[src/rtl/rank_result_capture_pkg.sv]
// rank_result_capture_pkg
// Definitions shared by the capture stage and its neighbours (filter, display):
//   - cap_state_t : control states of the capture stage
//   - DEFAULT_DATA_BITS / DEFAULT_ADDR_BITS : default result and buffer widths
package rank_result_capture_pkg;

  localparam int DEFAULT_DATA_BITS = 8;
  localparam int DEFAULT_ADDR_BITS = 8;

  typedef enum logic [1:0] {
    WARMUP  = 2'd0,
    CAPTURE = 2'd1,
    BROWSE  = 2'd2
  } cap_state_t;

endpackage

[src/rtl/rank_result_capture_ram.sv]
// capture_ram
// Simple dual-port result buffer, 2**ADDR_BITS x DATA_BITS.
// Ports:
//   clk      rising-edge clock
//   rst      synchronous active-high reset (clears the read register only)
//   wr_en    write strobe
//   wr_addr  write address
//   wr_data  write data
//   rd_addr  read address, sampled every cycle
//   rd_data  registered read data; a same-cycle write to rd_addr returns old data
module capture_ram
  import rank_result_capture_pkg::*;
#(
  parameter int DATA_BITS = DEFAULT_DATA_BITS,
  parameter int ADDR_BITS = DEFAULT_ADDR_BITS
) (
  input  logic                 clk,
  input  logic                 rst,
  input  logic                 wr_en,
  input  logic [ADDR_BITS-1:0] wr_addr,
  input  logic [DATA_BITS-1:0] wr_data,
  input  logic [ADDR_BITS-1:0] rd_addr,
  output logic [DATA_BITS-1:0] rd_data
);

  localparam int DEPTH = 2 ** ADDR_BITS;

  logic [DATA_BITS-1:0] mem [DEPTH];

  // Write port; contents are deliberately never cleared.
  always_ff @(posedge clk) begin
    if (wr_en) begin
      mem[wr_addr] <= wr_data;
    end
  end

  // Registered read port; the non-blocking update gives read-before-write.
  always_ff @(posedge clk) begin
    if (rst) begin
      rd_data <= '0;
    end else begin
      rd_data <= mem[rd_addr];
    end
  end

endmodule

[src/rtl/rank_result_capture.sv]
// rank_result_capture
// Drops the rank-order filter's warm-up samples, stores NUM_CAPTURE results,
// then lets an operator browse them with up/down buttons.
// Ports:
//   clk        rising-edge clock
//   rst        synchronous active-high reset
//   in_valid   in_data carries a new filter result
//   in_data    filter result
//   step_up    debounced level, each rising edge advances the browse index
//   step_down  debounced level, each rising edge retreats the browse index
//   done       capture complete, browsing enabled
//   rd_ptr     current browse index
//   rd_data    buffer content at rd_ptr (one cycle behind rd_ptr)
//   wr_count   number of results stored so far
module rank_result_capture
  import rank_result_capture_pkg::*;
#(
  parameter int DATA_BITS   = DEFAULT_DATA_BITS,
  parameter int ADDR_BITS   = DEFAULT_ADDR_BITS,
  parameter int LATENCY     = 0,
  parameter int NUM_CAPTURE = 255
) (
  input  logic                 clk,
  input  logic                 rst,
  input  logic                 in_valid,
  input  logic [DATA_BITS-1:0] in_data,
  input  logic                 step_up,
  input  logic                 step_down,
  output logic                 done,
  output logic [ADDR_BITS-1:0] rd_ptr,
  output logic [DATA_BITS-1:0] rd_data,
  output logic [ADDR_BITS:0]   wr_count
);

  // skip_cnt must be able to hold LATENCY; keep at least one bit for LATENCY == 0.
  localparam int SKIP_BITS = (LATENCY > 0) ? $clog2(LATENCY + 1) : 1;

  localparam logic [SKIP_BITS-1:0] SKIP_LAST = (LATENCY > 0) ? SKIP_BITS'(LATENCY - 1) : '0;
  localparam logic [SKIP_BITS-1:0] SKIP_ONE  = SKIP_BITS'(1);
  localparam logic [ADDR_BITS:0]   WR_LAST   = (ADDR_BITS + 1)'(NUM_CAPTURE - 1);
  localparam logic [ADDR_BITS:0]   WR_ONE    = (ADDR_BITS + 1)'(1);
  localparam logic [ADDR_BITS-1:0] PTR_LAST  = ADDR_BITS'(NUM_CAPTURE - 1);
  localparam logic [ADDR_BITS-1:0] PTR_ONE   = ADDR_BITS'(1);
  localparam cap_state_t           INIT_STATE = (LATENCY == 0) ? CAPTURE : WARMUP;

  cap_state_t           state;
  logic [SKIP_BITS-1:0] skip_cnt;
  logic                 up_prev;
  logic                 down_prev;
  logic                 up_rise;
  logic                 down_rise;
  logic                 wr_en;
  logic [ADDR_BITS-1:0] wr_addr;

  // Edge detection and buffer write strobe.
  always_comb begin
    up_rise   = step_up & ~up_prev;
    down_rise = step_down & ~down_prev;
    wr_addr   = wr_count[ADDR_BITS-1:0];
    if (!rst && (state == CAPTURE) && in_valid) begin
      wr_en = 1'b1;
    end else begin
      wr_en = 1'b0;
    end
  end

  // Control FSM with warm-up counter, write counter and browse pointer.
  always_ff @(posedge clk) begin
    if (rst) begin
      state     <= INIT_STATE;
      skip_cnt  <= '0;
      wr_count  <= '0;
      rd_ptr    <= '0;
      done      <= 1'b0;
      up_prev   <= 1'b0;
      down_prev <= 1'b0;
    end else begin
      // History tracks the levels in every state, so a button already held
      // when BROWSE is entered produces no move.
      up_prev   <= step_up;
      down_prev <= step_down;
      case (state)
        WARMUP: begin
          if (in_valid) begin
            skip_cnt <= skip_cnt + SKIP_ONE;
            if (skip_cnt == SKIP_LAST) begin
              state <= CAPTURE;
            end
          end
        end
        CAPTURE: begin
          if (in_valid) begin
            wr_count <= wr_count + WR_ONE;
            if (wr_count == WR_LAST) begin
              state <= BROWSE;
              done  <= 1'b1;
            end
          end
        end
        BROWSE: begin
          // Opposite rises in the same cycle cancel out.
          if (up_rise && !down_rise) begin
            rd_ptr <= (rd_ptr == PTR_LAST) ? '0 : rd_ptr + PTR_ONE;
          end else if (down_rise && !up_rise) begin
            rd_ptr <= (rd_ptr == '0) ? PTR_LAST : rd_ptr - PTR_ONE;
          end
        end
        default: begin
          state <= INIT_STATE;
        end
      endcase
    end
  end

  capture_ram #(
    .DATA_BITS (DATA_BITS),
    .ADDR_BITS (ADDR_BITS)
  ) u_ram (
    .clk     (clk),
    .rst     (rst),
    .wr_en   (wr_en),
    .wr_addr (wr_addr),
    .wr_data (in_data),
    .rd_addr (rd_ptr),
    .rd_data (rd_data)
  );

endmodule

[config.mk]
export PLATFORM = sky130hd
export DESIGN_NAME = rank_result_capture
export DESIGN_NICKNAME = d
export VERILOG_FILES = /design/src/rtl/rank_result_capture_pkg.sv /design/src/rtl/rank_result_capture_ram.sv /design/src/rtl/rank_result_capture.sv
export SDC_FILE = /design/constraint.sdc
export NUM_CORES = 2
export LEC_CHECK = 0
export BUFFER_PORTS_ARGS = -buffer_cell sky130_fd_sc_hd__buf_2
export CAP_MARGIN = 20
export CORE_MARGIN = 2
export CORE_UTILIZATION = 57
export CTS_CLUSTER_SIZE = 20
export DETAILED_ROUTE_END_ITERATION = 10
export GPL_ROUTABILITY_DRIVEN = 0
export HOLD_SLACK_MARGIN = 0.03
export PLACE_DENSITY = 0.74
export SYNTH_ARGS = -nofsm -noshare
export SYNTH_HDL_FRONTEND = slang
export SYNTH_HIERARCHICAL = 1
export SYNTH_SLANG_ARGS = --single-unit
[constraint.sdc]
create_clock -name clk -period 2.6 [get_ports clk]
set_clock_uncertainty 0.05 [all_clocks]
set_input_delay 0 -clock clk [delete_from_list [all_inputs] [get_ports clk]]
set_output_delay 0 -clock clk [all_outputs]
set_load 0.02 [all_outputs]
== Yosys cells after proc, flatten, opt, wreduce, memory -nomap -nowiden ==
Memories as Yosys holds them, arrays and structs flattened. A register that Yosys moved wholly into a read port is not among the register bits.
Index checks and enable logic that the tools add are counted.

* Memories: 1
* Output and inout bits: 26
* Register bits after elaboration: 23
* RAM bits: 2048

{| class="wikitable"
|+ Memories
! name !! depth !! width !! rd ports !! clocked after memory_dff !! wr ports !! RTL line !! text
|-
| u_ram.mem || 256 || 8 || 1 || 1 || 1 || rank_result_capture_ram.sv:28 || <nowiki>logic [DATA_BITS-1:0] mem [DEPTH];</nowiki>
|}

* Muxes and demuxes: 12
* $add $sub $neg: 4
* Bitwise logic cells: 5
* Equality and inequality tests: 8
* Reduce and logical (&&, ||, !) cells: 15

{| class="wikitable"
|+ Operators with widths
! operator !! count
|-
| two-way mux 8 bit || 4
|-
| adder 9 x 1 -> 9 bit (second input constant) || 1
|-
| equality test 9 x 8 -> 1 bit (second input constant) || 1
|-
| adder 8 x 1 -> 8 bit (second input constant) || 1
|-
| equality test 8 bit (second input constant) || 1
|-
| zero test 8 bit || 1
|-
| two-way mux 2 bit || 4
|-
| subtractor 8 x 1 -> 8 bit (second input constant) || 1
|-
| != test 2 bit (second input constant) || 3
|-
| one-hot mux 2 bit (3 select lines) || 1
|-
| AND reduction 2 bit || 3
|-
| AND reduction 5 bit || 1
|-
| logical AND 1 bit || 4
|-
| zero test 1 bit || 3
|-
| two-way mux 1 bit || 3
|-
| NOT 1 bit || 3
|-
| AND reduction 3 bit || 1
|-
| AND 1 bit || 2
|-
| equality test 2 x 1 -> 1 bit (second input constant) || 1
|-
| equality test 2 bit (second input constant) || 1
|-
| zero test 2 bit || 1
|-
| != test 2 x 1 -> 1 bit (second input constant) || 1
|-
| nonzero test 2 bit || 1
|-
| adder 1 bit (second input constant) || 1
|}

== Longest topological paths before layout ==
* Depth in word-level cells: 6
* Depth in mapped cells: 12
* Mapped depth without buffers: 7

== Modules after synthesis ==
The synthesis kept the hierarchy.

{| class="wikitable"
|+ By module, submodules not included
! module !! sequential area each (µm²) !! cells an instance !! area each (µm²) !! instances
|-
| capture_ram || 61659.1 || 4027 || 80597.3 || 1
|-
| rank_result_capture || 460.4 || 166 || 1397.6 || 1
|}

== Worst setup path after synthesis ==
OpenSTA, ideal clock, no wires.

* Path type: register to register
* From: reg state[0]
* To: mem u_ram/mem[234][0] in the netlist's numbering, enable pin
* Period minus slack after synthesis: 2558 ps
* Buffers on the path: 4
* Required time: 2180 ps
* Setup slack: 42 ps
* Setup time: 370 ps
* Arrival: 2138 ps
* Stages on the path, launching flop included: 9
* Cells stage by stage: dfxtp_1 > clkbuf_2 > nand3b_1 > nor2_1 > clkbuf_1 > clkbuf_1 > nand3_1 > clkbuf_1 > nor2_1

* Cells in the longest elaborated chain, start to end: 6

{| class="wikitable"
|+ Ends and longest elaborated chain
! item !! RTL line !! text
|-
| from (decl) || rank_result_capture.sv:46 || <nowiki>cap_state_t state;</nowiki>
|-
| from (signal assigned) || rank_result_capture.sv:70 || <nowiki>state <= INIT_STATE;</nowiki>
|-
| from (signal assigned) || rank_result_capture.sv:87 || <nowiki>state <= CAPTURE;</nowiki>
|-
| from (signal assigned) || rank_result_capture.sv:95 || <nowiki>state <= BROWSE;</nowiki>
|-
| equality test 2 x 1 -> 1 bit || rank_result_capture.sv:60 || <nowiki>if (!rst && (state == CAPTURE) && in_valid) begin</nowiki>
|-
| logical AND 1 bit (2 in series) || rank_result_capture.sv:60 ||
|-
| two-way mux 1 bit || rank_result_capture.sv:60 ||
|-
| via wr_en || rank_result_capture.sv:52 || <nowiki>logic wr_en;</nowiki>
|-
| two-way mux 1 bit || rank_result_capture_ram.sv:32 || <nowiki>if (wr_en) begin</nowiki>
|-
| two-way mux 1 bit (implied by the code) || rank_result_capture_ram.sv:33 || <nowiki>mem[wr_addr] <= wr_data;</nowiki>
|-
| to (decl) || rank_result_capture_ram.sv:28 ||
|}

The timed path passes the listed nets, and every way through them passes these cells.

==> flow_metrics.tcl <==
set metrics [dict create \
    yosys-top-cells-area "edfxtp_1 (75%), mux4_2 (9.1%), mux2i_1 (3.9%)" \
    p_leak_nw 31.30 \
    finalCritPeriodShare 1.107 \
    fmax_ghz 0.3474 \
    clock_latency_ns 0.84 \
    power_mw 67.21 \
    yosysTopAreaCell "edfxtp_1" \
    synth-async-reset-ratio 0 \
    antenna_found_initial 6 \
    period_needed_ns 2.879 \
    wl_per_cell_um 31.89 \
    finalSetupViolCount 8 \
    dp_hpwl_um 141800 \
    min_path_cells 4 \
    violations "negative setup slack" \
    seq_area_frac_synth 0.7576 \
    vias 46860 \
    p_per_area_mw_per_mm2 683.9 \
    clk_pin_slew_ns 0.07 \
    n_antenna_cell 0 \
    cp_cell_sequence "buf_12, clkinv_2, buf_12, buf_12, o221ai_1, a21oi_2, nor2_2, nand4_1, nand4b_1, o41ai_2" \
    drc_errors 0 \
    max_slew.worst_pin.slew_ns 0.8683 \
    status "complete, but fails checks" \
    timing.critical_path.slowest_cell_delay_ns 0.50 \
    cts_sinks 2079 \
    layout.cells.non_filler 7073 \
    start_kind "flop" \
    rr_endpoint "u_ram/rd_data[7]$_SDFF_PP0_" \
    place_area_mm2 0.08958 \
    final_common_cell "edfxtp_1" \
    hold_start "rst" \
    ioPinCount 39 \
    critPathCaptureType "flop" \
    cp_num_buf_inv 4 \
    die_h_um 383.3 \
    setup_ws_ns -0.2786 \
    die_w_um 383.3 \
    slew_violations 0 \
    track_usage 0.3082 \
    vias_per_cell 6.625 \
    postSynthAreaPerCell_um2 19.56 \
    syn_area_mm2 0.08199 \
    netlist_instances 4193 \
    dieArea_mm2 0.1469 \
    synth_nets 4213 \
    drv_cap 0 \
    grt_pass1_vias 45960 \
    worst_path_max_delay_cell "nand4b_1" \
    slew_headroom 0.4211 \
    grt_pass1_wl_um 322400 \
    finalHoldViolations 0 \
    cp.arrival_ns 3.57 \
    cts_root_buf "clkbuf_16" \
    path_delay_family "simple AND/OR/NAND/NOR gates" \
    fin_nets 5017 \
    wl_um 225600 \
    syn_to_final_growth_pct 19.85 \
    ff2ff_path_depth 10 \
    rsz0062_at_grt "true" \
    synth_edf_count 2048 \
    dp.cells 6623 \
    critPathMaxFanout 32 \
    ant_nets 0 \
    row_count 139 \
    yosys.area.top_type_share 0.7500 \
    synthFlopType "edfxtp_1" \
    clk_path_buf_depth 3 \
    final_cell_mix "edfxtp_1 (2048), buf_4 (663), mux4_2 (338)" \
    hp-class "input port to flop" \
    place.port_buffers 38 \
    nFillCells 8450 \
    drive_above_1_share 0.3209 \
    ys.warnings.count 6 \
    core-area_mm2 0.1431 \
    reg2reg_from "rd_ptr[4]$_SDFFE_PP0P_" \
    drt_iter0_drc 7238 \
    fin_area_mm2 0.09827 \
    path_class "flop to flop" \
    crit_required_ns 3.29 \
    whs_ns 0.1180 \
    cts_tree "yes" \
    initial_core_util 0.5729 \
    r2r_slack_ns -0.28 \
    ir_drop_v 0.0006798 \
    cts_buffers 198 \
    overflow 0 \
    final_core_util 0.6866 \
    synth-seq-cells 2079 \
    crit_path_frequent_cell "buf_12" \
    synth_cell_types 83 \
    grt_start_max_net_pins 128 \
    drtPass1Iterations 7 \
    min_to "rd_ptr[7]$_SDFFE_PP0P_" \
    h-tree-depth 4 \
]
## tightest hold or removal path: stages
cell and delay (ns):
dlygate4sd3_1 0.52, buf_2 0.16, buf_4 0.22, nor4_2 0.07
## worst max path at each step
stage | end | from | depth (start not counted)
CTS | u_ram/rd_data[7]$_SDFF_PP0_ | rd_ptr[0]$_SDFFE_PP0P_ | 10
global route | u_ram/rd_data[3]$_SDFF_PP0_ | rd_ptr[0]$_SDFFE_PP0P_ | 13
global placement | u_ram/rd_data[4]$_SDFF_PP0_ | rd_ptr[0]$_SDFFE_PP0P_ | 9
finish | u_ram/rd_data[7]$_SDFF_PP0_ | rd_ptr[4]$_SDFFE_PP0P_ | 10
detailed placement | u_ram/rd_data[4]$_SDFF_PP0_ | rd_ptr[0]$_SDFFE_PP0P_ | 9
floorplan | u_ram/mem[234][0]$_DFFE_PP_ | state[0]$_SDFFE_PP1P_ | 8
## synth_stat cells (22+ instances only)
master	number
mux2i_1	320
dfxtp_1	31
buf_6	31
o22ai_1	106
a211oi_1	46
buf_2	51
a22oi_1	40
mux4_1	31
nor3_1	38
mux4_2	330
a21oi_1	78
nand4_1	22
nand3_1	53
o21ai_0	33
edfxtp_1	2048
o221ai_1	76
clkbuf_1	100
nor2_1	325
nand2_1	159
## report_power, final
| part | internal, mW | switching [mW] |
|---|---|---|
| sequential | 36.8 | 0.0391 |
| clock | 16.8 | 12.6 |
| combinational | 0.194 | 0.773 |
| total | 53.8 | 13.4 |
## state kept, by name, summed over array words and instances, names as in the netlist
name           flops
u_ram/mem       2048
wr_count           9
rd_ptr             8
u_ram/rd_data      8
state              2
done               1
down_prev          1
skip_cnt           1
up_prev            1
## per-stage QoR
stage | worst slack, ns | TNS (ns)
3_5_place_dp | -0.5443 | -2.538
6_report | -0.2786 | -1.135
5_1_grt | -0.2697 | -1.394
4_1_cts | -0.1072 | -0.3626
2_1_floorplan | 0.04164 | 0
3_3_place_gp | -0.5450 | -2.493
## logic make-up after synthesis
| group | count (synthesis) | share of synthesized area |
|---|---|---|
| flops | 2079 | 0.7576 |
| fa+ha+maj | 7 | 0.001068 |
| simple gates | 687 | 0.03752 |
| compound gates | 466 | 0.04021 |
| xor+xnor | 6 | 0.0006409 |
| buf+inv | 265 | 0.02304 |
| mux | 683 | 0.1399 |
## repair_timing
| item | CTS | global route |
|---|---|---|
| pin swaps | 53 | 52 |
| setup endpoints to repair | 8 | 10 |
| hold endpoints to repair | 1595 | 0 |
| hold buffers | 19 | 0 |
| resized for setup | 177 | 79 |
| setup buffers | 33 | 22 |
| cloned | 11 | 1 |
## per-layer routing
metal	track usage	share of wire	routed length, um
met5	0	0.00015	34
met2	0.4700	0.46	104200
met4	0.1398	0.053	11880
met1	0.4226	0.35	79960
met3	0.07993	0.13	29460
## final cells by class
type | instances | area, um^2 | share of cell area
repair buffers | 861 | 8200 | 0.08345
well taps | 1903 | 2381 | 0.02423
clock buffers | 232 | 5125 | 0.05215
multi-input cells | 1849 | 18870 | 0.1920
inverters | 8 | 31.28 | 0.0003183
flip-flops and latches | 2079 | 62130 | 0.6323
clock inverters | 141 | 1533 | 0.01560
Power figures use the tool's default switching activity.
